### src/rtl/vga_timing_cfg.sv
// Double-buffered VGA timing configuration bank: presets or custom set, applied at frame boundary.
// Optional commit sanity check enabled by defining VGA_CFG_CHECK_EN.
module vga_timing_cfg #(
    parameter int unsigned CONFIG_WIDTH  = 16,
    parameter int unsigned BASE_ADDR     = 16'h0010,
    parameter int unsigned PORCH_WIDTH   = 8,
    parameter int unsigned REZ_WIDTH     = 11,
    parameter int unsigned REZ_MAX_WIDTH = 11,
    parameter bit          IMMEDIATE     = 1'b0
) (
    input  logic                     Clk,
    input  logic                     Rst,
    input  logic                     Valid,
    input  logic [CONFIG_WIDTH-1:0]  Addr,
    input  logic [CONFIG_WIDTH-1:0]  Data,
    input  logic                     Frame_end,
    output logic                     Load_config,
    output logic                     Pending,
    output logic                     Cfg_err,
    output logic [PORCH_WIDTH-1:0]   H_front_porch,
    output logic [PORCH_WIDTH-1:0]   H_back_porch,
    output logic [PORCH_WIDTH-1:0]   V_front_porch,
    output logic [PORCH_WIDTH-1:0]   V_back_porch,
    output logic [REZ_WIDTH-1:0]     H_count_activ,
    output logic [REZ_WIDTH-1:0]     V_count_activ,
    output logic [REZ_MAX_WIDTH-1:0] H_count_max,
    output logic [REZ_MAX_WIDTH-1:0] V_count_max
);
    localparam int unsigned SUM_W    = REZ_MAX_WIDTH + 1;
    localparam int unsigned NUM_REGS = 9;

    typedef struct packed {
        logic [PORCH_WIDTH-1:0]   h_fp;
        logic [PORCH_WIDTH-1:0]   h_bp;
        logic [PORCH_WIDTH-1:0]   v_fp;
        logic [PORCH_WIDTH-1:0]   v_bp;
        logic [REZ_WIDTH-1:0]     h_act;
        logic [REZ_WIDTH-1:0]     v_act;
        logic [REZ_MAX_WIDTH-1:0] h_max;
        logic [REZ_MAX_WIDTH-1:0] v_max;
    } timing_t;

    typedef enum logic [1:0] {IDLE, PENDING, APPLY} state_t;

    function automatic timing_t mk_timing(input int unsigned hfp, input int unsigned hbp,
                                          input int unsigned vfp, input int unsigned vbp,
                                          input int unsigned hact, input int unsigned vact,
                                          input int unsigned hmax, input int unsigned vmax);
        timing_t t;
        t.h_fp  = PORCH_WIDTH'(hfp);
        t.h_bp  = PORCH_WIDTH'(hbp);
        t.v_fp  = PORCH_WIDTH'(vfp);
        t.v_bp  = PORCH_WIDTH'(vbp);
        t.h_act = REZ_WIDTH'(hact);
        t.v_act = REZ_WIDTH'(vact);
        t.h_max = REZ_MAX_WIDTH'(hmax);
        t.v_max = REZ_MAX_WIDTH'(vmax);
        return t;
    endfunction

    localparam timing_t MODE_640  = mk_timing(16, 48, 10, 33, 640, 480, 800, 525);
    localparam timing_t MODE_800  = mk_timing(40, 88, 1, 23, 800, 600, 1056, 628);
    localparam timing_t MODE_1024 = mk_timing(24, 160, 3, 29, 1024, 768, 1344, 806);

    timing_t staging_q, staging_d;
    timing_t shadow_q,  shadow_d;
    timing_t active_q,  active_d;
    state_t  state_q,   state_d;
    logic    load_q,    load_d;
    logic    pending_q, pending_d;
    logic    err_q,     err_d;

    logic [CONFIG_WIDTH-1:0] offset_c;
    logic                    wr_c;
    logic                    mode_wr_c;
    logic                    custom_c;
    logic                    commit_c;
    logic                    cfg_bad_c;
    timing_t                 sel_c;

    // Unsigned wrap makes addresses below the window fall out of range too
    assign offset_c  = Addr - CONFIG_WIDTH'(BASE_ADDR);
    assign wr_c      = Valid && (offset_c < CONFIG_WIDTH'(NUM_REGS));
    assign mode_wr_c = wr_c && (offset_c == '0) && (Data <= CONFIG_WIDTH'(3));
    assign custom_c  = (Data[1:0] == 2'd3);
    assign commit_c  = mode_wr_c && !(custom_c && cfg_bad_c);

`ifdef VGA_CFG_CHECK_EN
    logic [SUM_W-1:0] h_sum_c;
    logic [SUM_W-1:0] v_sum_c;
    assign h_sum_c = SUM_W'(staging_q.h_act) + SUM_W'(staging_q.h_fp) + SUM_W'(staging_q.h_bp);
    assign v_sum_c = SUM_W'(staging_q.v_act) + SUM_W'(staging_q.v_fp) + SUM_W'(staging_q.v_bp);
    assign cfg_bad_c = (staging_q.h_act == '0) || (staging_q.v_act == '0) ||
                       (h_sum_c >= SUM_W'(staging_q.h_max)) ||
                       (v_sum_c >= SUM_W'(staging_q.v_max));
`else
    assign cfg_bad_c = 1'b0;
`endif

    always_comb begin
        case (Data[1:0])
            2'd0:    sel_c = MODE_640;
            2'd1:    sel_c = MODE_800;
            2'd2:    sel_c = MODE_1024;
            default: sel_c = staging_q;
        endcase
    end

    // Staging writes, commit handling and frame-boundary apply
    always_comb begin
        staging_d = staging_q;
        shadow_d  = shadow_q;
        active_d  = active_q;
        state_d   = state_q;
        load_d    = 1'b0;
        err_d     = mode_wr_c && custom_c && cfg_bad_c;

        if (wr_c) begin
            case (offset_c[3:0])
                4'd1:    staging_d.h_fp  = PORCH_WIDTH'(Data);
                4'd2:    staging_d.h_bp  = PORCH_WIDTH'(Data);
                4'd3:    staging_d.v_fp  = PORCH_WIDTH'(Data);
                4'd4:    staging_d.v_bp  = PORCH_WIDTH'(Data);
                4'd5:    staging_d.h_act = REZ_WIDTH'(Data);
                4'd6:    staging_d.v_act = REZ_WIDTH'(Data);
                4'd7:    staging_d.h_max = REZ_MAX_WIDTH'(Data);
                4'd8:    staging_d.v_max = REZ_MAX_WIDTH'(Data);
                default: ;
            endcase
        end

        case (state_q)
            IDLE: begin
                if (commit_c) state_d = PENDING;
            end
            PENDING: begin
                if (Frame_end || IMMEDIATE) begin
                    active_d = shadow_q;
                    load_d   = 1'b1;
                    state_d  = APPLY;
                end
                if (commit_c) state_d = PENDING;
            end
            APPLY: begin
                state_d = commit_c ? PENDING : IDLE;
            end
            default: state_d = IDLE;
        endcase

        if (commit_c) shadow_d = sel_c;
        pending_d = (state_d == PENDING);
    end

    always_ff @(posedge Clk or negedge Rst) begin
        if (!Rst) begin
            staging_q <= MODE_640;
            shadow_q  <= MODE_640;
            active_q  <= MODE_640;
            state_q   <= IDLE;
            load_q    <= 1'b0;
            pending_q <= 1'b0;
            err_q     <= 1'b0;
        end else begin
            staging_q <= staging_d;
            shadow_q  <= shadow_d;
            active_q  <= active_d;
            state_q   <= state_d;
            load_q    <= load_d;
            pending_q <= pending_d;
            err_q     <= err_d;
        end
    end

    assign Load_config   = load_q;
    assign Pending       = pending_q;
    assign Cfg_err       = err_q;
    assign H_front_porch = active_q.h_fp;
    assign H_back_porch  = active_q.h_bp;
    assign V_front_porch = active_q.v_fp;
    assign V_back_porch  = active_q.v_bp;
    assign H_count_activ = active_q.h_act;
    assign V_count_activ = active_q.v_act;
    assign H_count_max   = active_q.h_max;
    assign V_count_max   = active_q.v_max;

endmodule
### config.mk
export PLATFORM = sky130hd
export DESIGN_NAME = vga_timing_cfg
export DESIGN_NICKNAME = d
export VERILOG_FILES = /design/src/rtl/vga_timing_cfg.sv
export SDC_FILE = /design/constraint.sdc
export NUM_CORES = 1
export LEC_CHECK = 0
export ABC_AREA = 1
export CAP_MARGIN = 20
export CORE_MARGIN = 2
export CORE_UTILIZATION = 55
export DETAILED_ROUTE_END_ITERATION = 10
export GPL_ROUTABILITY_DRIVEN = 0
export PLACE_DENSITY = 0.79
export SLEW_MARGIN = 30
export SYNTH_ARGS = -nofsm -noshare
export SYNTH_HDL_FRONTEND = slang
export SYNTH_SLANG_ARGS = --single-unit
### constraint.sdc
create_clock -name Clk -period 1.8 [get_ports Clk]
set_clock_uncertainty 0.2 [all_clocks]
set_input_delay 0.18 -clock Clk [delete_from_list [all_inputs] [get_ports Clk]]
set_output_delay 0.18 -clock Clk [all_outputs]
set_load 0.02 [all_outputs]
### Word level (Yosys, flattened, before mapping)

Cells that the tools add are included.

* $add $sub $neg: 1
* magnitude comparators: 2
* eq/ne operators: 13
* muxes and demuxes: 8
* reduce and logical (&&, ||, !) cells: 15

Operators with widths (count)
* case mux 76 bit (3 select lines): 1
* AND reduction 2 bit: 9
* equality test 4 x 3 -> 1 bit (second input constant): 4
* <= comparator 16 x 2 -> 1 bit (second input constant): 1
* logical NOT 16 bit: 1
* < comparator 16 x 4 -> 1 bit (second input constant): 1
* subtractor 16 x 5 -> 16 bit (second input constant): 1
* equality test 4 x 2 -> 1 bit (second input constant): 2
* equality test 2 x 1 -> 1 bit (second input constant): 3
* two-way mux 2 bit: 3
* case mux 2 bit (3 select lines): 1
* equality test 2 bit (second input constant): 2
* equality test 4 x 1 -> 1 bit (second input constant): 1
* equality test 4 bit (second input constant): 1
* logical NOT 2 bit: 2
* logical AND 1 bit: 3
* two-way mux 1 bit: 3

* register bits after elaboration: 232
* output and inout port bits: 79
* word-level logic and storage cells: 66

### Logic depth before layout (Yosys ltp)

Gate-level depths: netlist of the first run.

* depth after elaboration: 8
* gate-level depth with buffers: 11

### Worst setup path after synthesis of the first run

No wires, ideal clock.

* path type: register to register
* from: register state_q[1]
* to: register active_q, in the netlist H_back_porch[0]
* library setup time: 0.117 ns
* arrival time: 1.262 ns
* data required time: 1.483 ns
* path slack: 0.221 ns
* cell stages (with the launch flop): 7
* path buffers: 2
* period minus slack after synthesis: 1.579 ns
* cells stage by stage: dfrtp_1 > nor3_2 > inv_2 > clkbuf_1 > clkbuf_1 > nand2_1 > nand2_1

* longest elaborated chain between the ends: 2

Ends and longest elaborated chain
* start, declared: RTL line 68 `state_t state_q, state_d;`
* start signal, assigned: RTL line 167 `state_q <= state_d;`
* equality test 2 x 1 -> 1 bit: RTL line 132 `case (state_q)`
* AND reduction 2 bit (no source line)
* end signal, assigned: RTL line 166 `active_q <= active_d;`
* end, declared: RTL line 67 `timing_t active_q, active_d;`

No other way between the ends.
A chain may end at the register's enable or synchronous reset.

### Worst setup path after layout of the first run

* from: register active_q, in the netlist H_count_max[9]
* to: output port H_count_max[9]

RTL lines
* end, declared: RTL line 26 `output logic [REZ_MAX_WIDTH-1:0] H_count_max,`

No word-level cell between the ends.

==> impl_metrics.toml, run 1 <==
[outcome]
outcome = "complete, no violations"

[synth]
synth-compound-area-share_pct = 2.37
synth_area_leaders = "dfrtp_1 (45%), nand2_1 (20%), dfstp_2 (17%), nor2_1 (6.0%), nand3_1 (3.8%)"
synthSimpleGateAreaFrac_pct = 31.0
avgSynthCellArea_um2 = 8.53
synth_top_family_by_area = "simple AND/OR/NAND/NOR gates"
synth_nets = 1156
synth_cell_types = 23
synth_xor_area_share_pct = 0
synth-seq-cells = 232
synth_mux_area_share_pct = 0
netlist.area_leader.share_pct = 45.2
syn-cell-area_mm2 = 0.00952
yosys.area.top_type = "dfrtp_1"
yosys_warnings = 0
netlist_instances = 1116
yosysSeqAreaShare_pct = 61.8
synthAdderAreaFrac_pct = 0.526

[floorplan]
die_w_um = 136
start_util_pct = 55.6
dieArea_mm2 = 0.0184
die_h_um = 136
coreArea_mm2 = 0.0171
num_io_pins = 115
rows = 48

[route]
dr_wl_met3_mm = 1.48
drtIter0Drc = 740
drc = 0
via_per_inst = 5.15
wl_mm = 23.1
num_vias = 7842
dr.pass1.iters = 5
drt-met1-wl_mm = 10.1
ant_nets = 0
routedWlPerCell_um = 15.2
met2_wirelength_mm = 11.2
highest_layer = "met4"

[power]
cellPowerDensity_mw_per_mm2 = 875
vdd_drop_max_uv = 614
p_total_mw = 10.6
cellLeakagePower_nw = 6.72

[job]
max_cap_viol_count = 0

[cts]
clock_path_buffers = 3
clk_latency_ns = 0.51
clock_sinks = 232
cts_tree = "built"
cts_post_setup_buffers_inserted = 0
cts_root_buf = "clkbuf_16"
clk_pin_slew_ns = 0.06
htreeDepth = 1
cts_buffers = 23

[critical_path]
crit_family = "flip-flops"
cp_slowest_cell = "dfstp_2"
reg2reg_slack_ns = 0.23
critPathLaunchType = "register"
reg2reg_from = "state_q[1]"
r2r-end = "H_count_activ[2]"
ff2ff_path_depth = 4
critical_path_required_ns = 1.42
cp-endpoint = "H_count_max[9]"
cp.depth = 1
cp-end-kind = "output port"
worstPathMaxFanout = 2
cp_data_arrival_time_ns = 1.37
path_buf_inv = 1
path_cells = "dlygate4sd2_1"
crit_type = "reg2out"
startpoint = "H_count_max[9]"
slowest_delay_ns = 0.54

[finish]
antenna_cells = 0
design_area_mm2 = 0.0121
final_util_pct = 70.6
nets = 1321
drive_above_1_share_pct = 15.0
area_delta_synth_final_pct = 27.1

[sta]
post-route-period-util_pct = 97.4
timing.fmax_mhz = 570
period_needed_ns = 1.75
drv_slew = 0
rsz0062_at_grt = "false"
hold_viol_final = 0
finalHoldWorstSlack_ns = 0.0143
setup_viol = 0

[global_route]
antenna_found_initial = 0
grt_max_degree = 59
grt_first_pass_wirelength_mm = 38.2
grt_pass1_vias = 7741
overflow = 0
grt_usage_pct = 26.1

[placed_design]
io_buffers = 113
dp_hpwl_mm = 15.6
placed_cell_area_mm2 = 0.0114

[worst_hold_path]
hold_class = "in2async"
[synth_stat cells]
library cell,n
dfstp_2,60
nand4_1,6
nor2_2,2
or2_2,3
nand2_2,1
clkbuf_1,33
o21ai_0,42
buf_6,6
buf_2,16
inv_2,3
conb_1,1
a21boi_0,2
nand3b_1,1
dfrtp_1,172
nand3_4,1
nor2_1,151
nand2_1,505
inv_1,31
nor2_4,1
nand3_1,73
buf_4,1
ha_1,4
nor3_2,1
[final cells by class]
type	instances	area, um2
Clock buffer	32	639
Multi-Input combinational cell	794	3240
Inverter	34	128
Sequential cell	232	5880
Tap cell	225	282
Clock inverter	9	120
Fill cell	1311	5020
Timing Repair Buffer	196	1800
[cells in the final DEF, fill, tap and decap left out, types with 2 or more instances in the layout]
cell type and count:
a21boi_0 2, nand3_1 73, nor2_1 150, o21ai_0 42
dlygate4sd2_1 78, inv_1 30, nand2_1 503, buf_12 10
or2_2 3, inv_2 4, clkbuf_8 3, clkdlybuf4s50_1 33
clkbuf_1 6, nor2_2 3, nand4_1 6, dfrtp_1 172
ha_1 3, nand2_2 3, dlygate4sd3_1 2, buf_4 70
dfstp_2 60, bufinv_16 3, clkbuf_16 23, clkinv_2 6
[metal layers]
layer | GRT usage, % | vias to the layer above
li1 | - | 3772
met1 | 35.9 | 3787
met4 | 6.08 | 0
met3 | 4.30 | 35
met5 | 0 | -
met2 | 44.0 | 248
[sequential cells by signal, summed over array words and instances (netlist names)]
register / count
H_back_porch: 8
Load_config: 1
V_count_max: 11
V_count_activ: 11
H_front_porch: 8
V_front_porch: 8
state_q: 2
V_back_porch: 8
H_count_max: 11
staging_q: 76
shadow_q: 76
Pending: 1
H_count_activ: 11
[through the flow]
| step | cells | setup slack (ns) | TNS [ns] |
|---|---|---|---|
| 2_1_floorplan | 1116 | 0.221 | 0 |
| 3_3_place_gp | 1479 | -0.382 | -37.02 |
| 3_5_place_dp | 1479 | -0.415 | -41.51 |
| 4_1_cts | 1521 | 0.0195 | 0 |
| 5_1_grt | 1522 | 0.00215 | 0 |
| 6_report | 1522 | 0.0466 | 0 |
[kinds of logic (layout without fill, tap and decap cells)]
logic type / after synthesis / count (layout)
adders and majority gates: 4 / 4
AOI/OAI and AO/OA: 44 / 44
and+or+nand+nor: 745 / 745
buffers and inverters: 90 / 271
other: 1 / 1
DFF: 232 / 232
[worst min path at each step]
stage            start           endpoint  slack [ns]
6_report           Rst  H_count_activ[10]        0.01
4_1_cts            Rst  H_count_activ[10]        0.04
3_5_place_dp       Rst  H_count_activ[10]       -0.05
2_1_floorplan      Rst    H_back_porch[0]       -0.32
5_1_grt        Data[0]      staging_q[22]        0.06
3_3_place_gp       Rst        Load_config       -0.05
[what timing repair did]
action / CTS / global route
pin swaps: 0 / 0
hold buffers: 1 / 1
gates resized for setup: 78 / 4
endpoints found under the setup margin: 78 / 13
endpoints found under the hold margin: 199 / 1
[power by group]
part / leakage (nW) / switching, mW / total, mW / internal (mW)
logic: 3.33 / 0.302 / 0.503 / 0.201
registers: 3.01 / 0.000240 / 5.22 / 5.22
clock network: 0.378 / 1.95 / 4.85 / 2.91
total: 6.72 / 2.25 / 10.6 / 8.33
(Power assumes the default switching activity.)
==> inputs of run 2 (changes only) <==
- clock period: 1.8 -> 2 ns (I/O delays scaled with it)
==> impl_metrics.toml, run 2 (synthesis gave the netlist of run 1 again) <==
[cts]
clk_pin_slew_ns = 0.06
cts_root_buf = "clkbuf_16"
clk_latency_ns = 0.51
clock_path_buffers = 3
htreeDepth = 1
cts_tree = "built"
cts_post_setup_buffers_inserted = 0
cts_buffers = 24
clock_sinks = 232

[route]
met2_wirelength_mm = 10.8
dr.pass1.iters = 5
routedWlPerCell_um = 15.0
num_vias = 7823
drtIter0Drc = 763
drc = 0
dr_wl_met3_mm = 1.30
ant_nets = 0
drt-met1-wl_mm = 10.1
wl_mm = 22.6
highest_layer = "met4"
via_per_inst = 5.19

[finish]
fin_cells = 1507
regArea_mm2 = 0.00588
multi_input_area_mm2 = 0.00324
final_cell_mix = "nand2_1 (504), dfrtp_1 (172), nor2_1 (150), clkdlybuf4s50_1 (92), nand3_1 (73)"
reg_top3 = "shadow_q x76, staging_q x76"
final_util_pct = 71.1
n_fill_cell = 1296
nets = 1304
drive_above_1_share_pct = 14.2
antenna_cells = 0
area_delta_synth_final_pct = 27.8
mostFrequentLayoutCell = "nand2_1"

[global_route]
grt_pass1_vias = 7552
antenna_found_initial = 0
grt_usage_pct = 25.6
overflow = 0
grt_first_pass_wirelength_mm = 37.6
grt_max_degree = 78

[floorplan]
rows = 48
num_io_pins = 115
start_util_pct = 55.6
dieArea_mm2 = 0.0184
die_h_um = 136
coreArea_mm2 = 0.0171
die_w_um = 136

[placed_design]
dp_slack_ns = -0.197
dp_cells = 1462
io_buffers = 113
dp_hpwl_mm = 14.8

[sta]
rsz0062_at_grt = "false"
setup-tns-final_ns = 0
setup_viol = 0
layout_setup_ws_ns = 0.104
post-route-period-util_pct = 94.8
drv_slew = 0
period_needed_ns = 1.90
hold_viol_final = 0
timing.fmax_mhz = 527

[job]
max_cap_viol_count = 0

[critical_path]
worstPathMaxFanout = 2
slowest_delay_ns = 0.62
path_buf_inv = 1
cp_slowest_cell = "clkdlybuf4s50_1"
crit_type = "reg2out"
cp_data_arrival_time_ns = 1.50
path_cells = "clkdlybuf4s50_1"
critical_path_required_ns = 1.60
critPathLaunchType = "register"
crit_family = "buffers and inverters"
cp-end-kind = "output port"

[power]
vdd_drop_max_uv = 721
p_total_mw = 10.1
cellPowerDensity_mw_per_mm2 = 829
cellLeakagePower_nw = 6.41

[worst_hold_path]
hold_class = "in2async"

[outcome]
outcome = "complete, no violations"
## run 2: changes by cell type in the layout (fill, tap and decap cells not counted), moves of 2 or more
cell / previous run / this run
buf_4: 70 / 54
bufinv_16: 3 / 5
clkbuf_1: 6 / 2
dlygate4sd2_1: 78 / 20
clkbuf_16: 23 / 25
clkdlybuf4s50_1: 33 / 92
clkbuf_8: 3 / 7
## run 2: final cells by class
class                   count  share of cell area (%)
clock buffers              34                    6.00
multi-input cells         794                    26.7
clock inverters            10                    1.44
flip-flops and latches    232                    48.3
well taps                 225                    2.31
inverters                  34                    1.05
repair buffers            178                    14.2
## run 2: worst paths after layout
check	from	to	slack, ns	cells past startpoint
worst max-delay path	H_count_activ[1]	H_count_activ[1]	0.10	1
worst min register to register	H_count_activ[9]	H_count_activ[9]	0.26	2
min in group Clk	Data[5]	staging_q[16]	0.19	4
worst max register to register	state_q[0]	H_front_porch[0]	0.39	5
max in group asynchronous	Rst	H_back_porch[5]	0.83	3
worst min-delay path	Rst	H_count_activ[10]	0.007	2
## run 2: worst reg2reg max path, cell delays in order (launching register included)
cell	delay, ns
dfrtp_1	0.39
inv_2	0.06
nor3_4	0.32
buf_4	0.37
nand2_1	0.13
nand2_1	0.08
## run 2: per-layer routing
metal  GRT usage (%)  vias up
li1                -     3745
met1            37.5     3764
met2            40.1      277
met3            4.15       37
met4            7.23        0
met5               0        -
## run 2: report_power, final
group	total [mW]	switching (mW)	internal [mW]	leakage (nW)
Combinational	0.426	0.265	0.160	2.95
Sequential	4.70	0.000220	4.70	3.01
Clock	4.96	1.79	3.18	0.451
Total	10.1	2.05	8.04	6.41
## run 2: timing repair
| item | 4_1_cts | 5_1_grt |
|---|---|---|
| hold buffers | 1 | 0 |
| endpoints found under the setup margin | 20 | 0 |
| hold endpoints to repair | 188 | 0 |
| gates resized for setup | 20 | 0 |
## run 2: through the flow
step / area (um2) / hold WS (ns)
2_1_floorplan: 9520 / -0.296
3_3_place_gp: 11300 / -0.0714
3_5_place_dp: 11300 / -0.0660
4_1_cts: 12200 / 0.0181
5_1_grt: 12200 / 0.0481
6_report: 12200 / 0.00729
==> inputs of run 3 (changes only) <==
- CAP_MARGIN: 20 -> default
==> results of run 3 <==
The final DEF is identical to that of run 2; final timing and power are the same.
